==> config.mk <==
export PLATFORM = sky130hd
export DESIGN_NAME = fetch_stage
export DESIGN_NICKNAME = d
export VERILOG_FILES = /design/src/rtl/fetch_stage.sv
export SDC_FILE = /design/constraint.sdc
export NUM_CORES = 1
export LEC_CHECK = 0
export CORE_MARGIN = 2
export CORE_UTILIZATION = 31
export DETAILED_ROUTE_END_ITERATION = 10
export SYNTH_ARGS = -nofsm -noshare
export SYNTH_HDL_FRONTEND = slang
export SYNTH_SLANG_ARGS = --single-unit
export TNS_END_PERCENT = 30
==> constraint.sdc <==
create_clock -name clk -period 5.2 [get_ports clk]
set_input_delay 0.78 -clock clk [delete_from_list [all_inputs] [get_ports clk]]
set_output_delay 0.78 -clock clk [all_outputs]
set_load 0.02 [all_outputs]
==> src/rtl/fetch_stage.sv <==
// -----------------------------------------------------------------------------
// fetch_stage
//
// Instruction-fetch stage plus the IF/ID pipeline register of the MIPS core.
// This block owns the program counter. It requests instruction words from
// instruction memory over a ready handshake and hands them to Decode. Taken
// branches and jumps resolved in Decode redirect the PC with delay-slot
// semantics: the word already being fetched (branch+4) always enters Decode.
//
// Ports
//   clk, rst_n            core clock, asynchronous active-low reset
//   StallF, StallD        hazard-unit enables (1 = advance); both must be 1
//   PCSrcD, PCBranchD     taken branch and its target, from Decode
//   JumpD, PCJumpD        jump and its target, from Decode (wins over branch)
//   imem_req, imem_addr   fetch request and its address (= PCF)
//   imem_ready, imem_rdata  response strobe and instruction word; may be
//                         combinational in the same cycle as the request
//   PCF                   current fetch PC
//   InstrD, PCPlus4D      IF/ID instruction and its PC+4
//   ValidD                InstrD holds a real instruction (0 = bubble)
// -----------------------------------------------------------------------------
module fetch_stage #(
    parameter logic [31:0] RESET_PC = 32'h0040_0000
) (
    input  logic        clk,
    input  logic        rst_n,
    input  logic        StallF,
    input  logic        StallD,
    input  logic        PCSrcD,
    input  logic [31:0] PCBranchD,
    input  logic        JumpD,
    input  logic [31:0] PCJumpD,
    output logic        imem_req,
    output logic [31:0] imem_addr,
    input  logic        imem_ready,
    input  logic [31:0] imem_rdata,
    output logic [31:0] PCF,
    output logic [31:0] InstrD,
    output logic [31:0] PCPlus4D,
    output logic        ValidD
);

    // F_REQ:  a request for PCF is outstanding.
    // F_HELD: the word for PCF has arrived but Decode could not take it yet.
    typedef enum logic {
        F_REQ  = 1'b0,
        F_HELD = 1'b1
    } fetchState_t;

    fetchState_t state;
    fetchState_t nextState;

    logic        advance;
    logic        qualJump;
    logic        qualBranch;
    logic        qualRedirect;
    logic [31:0] redirectTarget;
    logic [31:0] pcPlus4F;
    logic [31:0] nextPc;

    logic        redirectPending;
    logic [31:0] redirectPc;
    logic [31:0] holdBuf;

    // The hazard unit only ever means "go" when both enables agree.
    assign advance = StallF & StallD;

    // Redirects only count when Decode holds a real instruction.
    assign qualJump       = JumpD & ValidD;
    assign qualBranch     = PCSrcD & ValidD;
    assign qualRedirect   = qualJump | qualBranch;
    assign redirectTarget = (qualJump ? PCJumpD : PCBranchD) & 32'hFFFF_FFFC;

    assign pcPlus4F = PCF + 32'd4;

    // A redirect captured while imem was stalling is older than anything
    // Decode shows now (Decode holds a bubble), so it goes first.
    assign nextPc = redirectPending ? redirectPc :
                    qualRedirect    ? redirectTarget :
                                      pcPlus4F;

    assign imem_addr = PCF;

    // ---------------------------------------------------------------- FSM --
    // NOTE: registers use non-blocking assignments so every flop samples the
    // pre-edge values, independent of the order of statements or blocks.
    always_ff @(posedge clk or negedge rst_n) begin
        if (!rst_n) begin
            state <= F_REQ;
        end else begin
            state <= nextState;
        end
    end

    // NOTE: each combinational output gets a default first, so no path
    // leaves it unassigned and no latch is inferred.
    always_comb begin
        nextState = state;
        case (state)
            F_REQ:   if (imem_ready && !advance) nextState = F_HELD;
            F_HELD:  if (advance)                nextState = F_REQ;
            default: nextState = F_REQ;
        endcase
    end

    // The request is squashed while reset is asserted, even though the reset
    // state is F_REQ.
    always_comb begin
        imem_req = 1'b0;
        if (rst_n && state == F_REQ) imem_req = 1'b1;
    end

    // ----------------------------------------------------------- datapath --
    always_ff @(posedge clk or negedge rst_n) begin
        if (!rst_n) begin
            PCF             <= RESET_PC;
            InstrD          <= 32'd0;
            PCPlus4D        <= 32'd0;
            ValidD          <= 1'b0;
            redirectPending <= 1'b0;
            redirectPc      <= 32'd0;
            holdBuf         <= 32'd0;
        end else begin
            case (state)
                F_REQ: begin
                    if (imem_ready) begin
                        if (advance) begin
                            InstrD          <= imem_rdata;
                            PCPlus4D        <= pcPlus4F;
                            ValidD          <= 1'b1;
                            PCF             <= nextPc;
                            redirectPending <= 1'b0;
                        end else begin
                            // Park the word; PCF and IF/ID stay put.
                            holdBuf <= imem_rdata;
                        end
                    end else if (advance) begin
                        // Decode moves on but nothing arrived: insert a
                        // bubble. The branch leaving Decode must not be lost,
                        // so its target is remembered for the delay slot.
                        InstrD <= 32'd0;
                        ValidD <= 1'b0;
                        if (qualRedirect && !redirectPending) begin
                            redirectPending <= 1'b1;
                            redirectPc      <= redirectTarget;
                        end
                    end
                end
                F_HELD: begin
                    if (advance) begin
                        InstrD          <= holdBuf;
                        PCPlus4D        <= pcPlus4F;
                        ValidD          <= 1'b1;
                        PCF             <= nextPc;
                        redirectPending <= 1'b0;
                    end
                end
                default: ;
            endcase
        end
    end

endmodule

==> flow_summary.toml <==
[run_status]
status = "completed"

[finish]
antenna_cells = 0
nets = 1121
fin_util = 0.4226
n_fill_cell = 2536
drive_above_1_share = 0.08932
syn_to_final_growth_pct = 35.00

[clock_network]
htree_levels = 4
clk_latency_ns = 0.43
ctsHoldBuffers = 0
cts_resized = 0
cts_max_path_buffers = 2
cts_buffers = 17
root_buffer = "clkbuf_16"
cts_setup_buffers = 0
cts_sinks = 157
cts.clk_slew.worst_paths_ns = 0.06
cts_tree = "done"

[yosys]
syn_inst = 857
synth_common_cells = "dfrtp_1, nor2_1, nand2_1, a21oi_1, o21ai_0"
synth_top_cell_by_area = "dfrtp_1"
synth_top_cell_area_share = 0.4841
syn_area_per_cell_um2 = 9.410
ys.flop_type = "dfrtp_1"
ys_seq_elements = 157
yosysUniqueCellTypes = 60
synth_area_leaders = "dfrtp_1, nor2_1, mux2_2"
netlist_area_mm2 = 0.008064
synth_warnings = 0
seq_area_frac_synth = 0.4874
synth_edf_count = 0
async_reset_ff_frac = 1.000
yosys.cell_count.top_type = "dfrtp_1"

[setup_path]
reg2reg_slack_ns = 2.57
timing.critical_path.buf_inv = 1
cp_slowest_cell = "nand2_2"
cp_cell_sequence = "clkdlybuf4s50_1, nand2_2, mux2i_1, nor2_1, a211o_1, a32o_1"
crit_type = "primary input to flip-flop"
worstReg2RegEnd = "PCF[15]"
crit_path_start_kind = "primary input"
r2r_start = "ValidD"
cp_top_family = "simple AND/OR/NAND/NOR gates"
critPathMaxStageDelay_ns = 0.64
critPathCaptureType = "flip-flop"
reg2regPathDepth = 5
worstPathRequired_ns = 5.51
cp_max_fo = 30
arrival_ns = 3.19
crit_start = "JumpD"

[sta]
skew_ns = 0.01453
relSlewSlack = 0.2685
setup_tns_ns = 0
period_needed_ns = 2.878
setup_viol = 0
drv_slew = 0
rsz0062_at_grt = "false"
worstMarginPinSlew_ns = 1.097
fin_crit_sh = 0.5535
setup_ws_ns = 2.322
hold_violations = 0
max_freq_mhz = 347.5

[floorplanning]
chipHeight_um = 165.3
num_rows = 59
ios = 233
dieArea_mm2 = 0.02732
die_width_um = 165.3
coreArea_mm2 = 0.02576
start_util = 0.3130

[global_routing]
grt_use_total = 0.1764
grt_pass1_wl_mm = 37.20
antenna_found_initial = 2
grt_max_degree = 74
grt_pass1_vias = 6571
grt_overflow = 0

[drt]
firstDrtPassIters = 5
vias = 6896
finalWirelength_mm = 23.52
drt_iter0_markers = 366
detail-route-antenna-nets = 0
drc = 0
vias_per_cell = 5.052
wl_per_cell_um = 17.23

[placement]
portBuffers = 222
place_hpwl_mm = 16.20
dp_worst_setup_slack_ns = 1.905
gp_congestion = 0.7831

[pwr]
p_leak_nw = 4.481
p_per_area_mw_per_mm2 = 461.8
power.total_w = 0.005028
vdd_drop_max_v = 0.0002257

[hold_path]
hold_path.class = "primary input to async pin"

[run]
cap_violations = 0
area by class of cell:
type	instances	area [um2]	area share
inverter	8	30.03	0.002758
timing repair buffer	235	2321	0.2132
sequential	157	3931	0.3611
clock inverter	11	110.1	0.01011
multi-input combinational	598	3615	0.3320
tap	335	419.2	0.03850
clock buffer	21	460.4	0.04229
where the power goes:
group          internal, W  total, W  switching, W
Sequential         0.00159   0.00195      0.000366
Clock             0.000690   0.00123      0.000535
Combinational     0.000906   0.00185      0.000944
layout by cell type, fill, tap and decap left out, types with 3 or more instances in the layout:
cell,count
nand4_1,6
xnor2_1,19
clkdlybuf4s50_1,221
mux2_2,32
o21ai_0,53
clkinvlp_4,3
a211o_1,4
o31ai_1,3
o22ai_1,13
o211ai_1,5
nor2_1,126
nor3_1,7
clkbuf_16,17
mux2i_1,31
and4_1,7
or4_1,3
nor2b_1,7
conb_1,6
inv_1,7
xor2_1,8
a21oi_1,62
a211oi_1,4
and3_1,9
nand3_1,21
a31oi_1,5
nand2b_1,6
a221oi_1,36
clkinv_4,4
dfrtp_1,155
nand2_1,84
buf_4,13
how the worst max path moves through the flow:
stage,end,slack [ns],depth (start not counted)
global placement,PCF[21],1.95,6
CTS,PCF[15],2.36,6
detailed placement,PCF[15],1.91,6
floorplan,PCF[30],2.81,6
finish,PCF[15],2.32,6
global route,PCF[15],2.18,6
worst reg2reg max path: cells and delay by family (launching register included):
kind / cells / cell delay (ns)
compound gates: 2 / 0.54
flops: 1 / 0.59
simple gates: 2 / 0.81
mux: 1 / 0.58
kinds of logic after synthesis:
group                    after synthesis  synth area share
AND/OR/NAND/NOR                      296            0.1687
AO/OA/AOI/OAI                        205            0.1620
flip-flops                           157            0.4874
buffers and inverters                107           0.06749
multiplexers                          63           0.08317
XOR/XNOR                              27           0.02933
adder cells (fa/ha/maj)                1          0.001551
other                                  1         0.0004650
through the flow:
step,std cells,cell area (um2),hold slack (ns)
finish,1365,10890,0.2265
global route,1365,10890,0.2061
CTS,1365,10890,0.2120
detailed placement,1333,10320,0.4671
global placement,1333,10320,0.4618
floorplan,862,8083,0.4797
state kept, by name (all words and copies together) (netlist names):
register / flops
PCPlus4D: 30
ValidD: 1
redirectPc: 30
redirectPending: 1
InstrD: 32
PCF: 30
holdBuf: 32
state: 1
routing by layer:
layer	wire, um	part of all wire	GRT usage
met3	1783	0.076	0.05844
met5	24	0.0010	0
met1	10620	0.45	0.2368
met2	10950	0.47	0.2790
met4	147	0.0063	0.03478
Power figures use the tool's default switching activity.
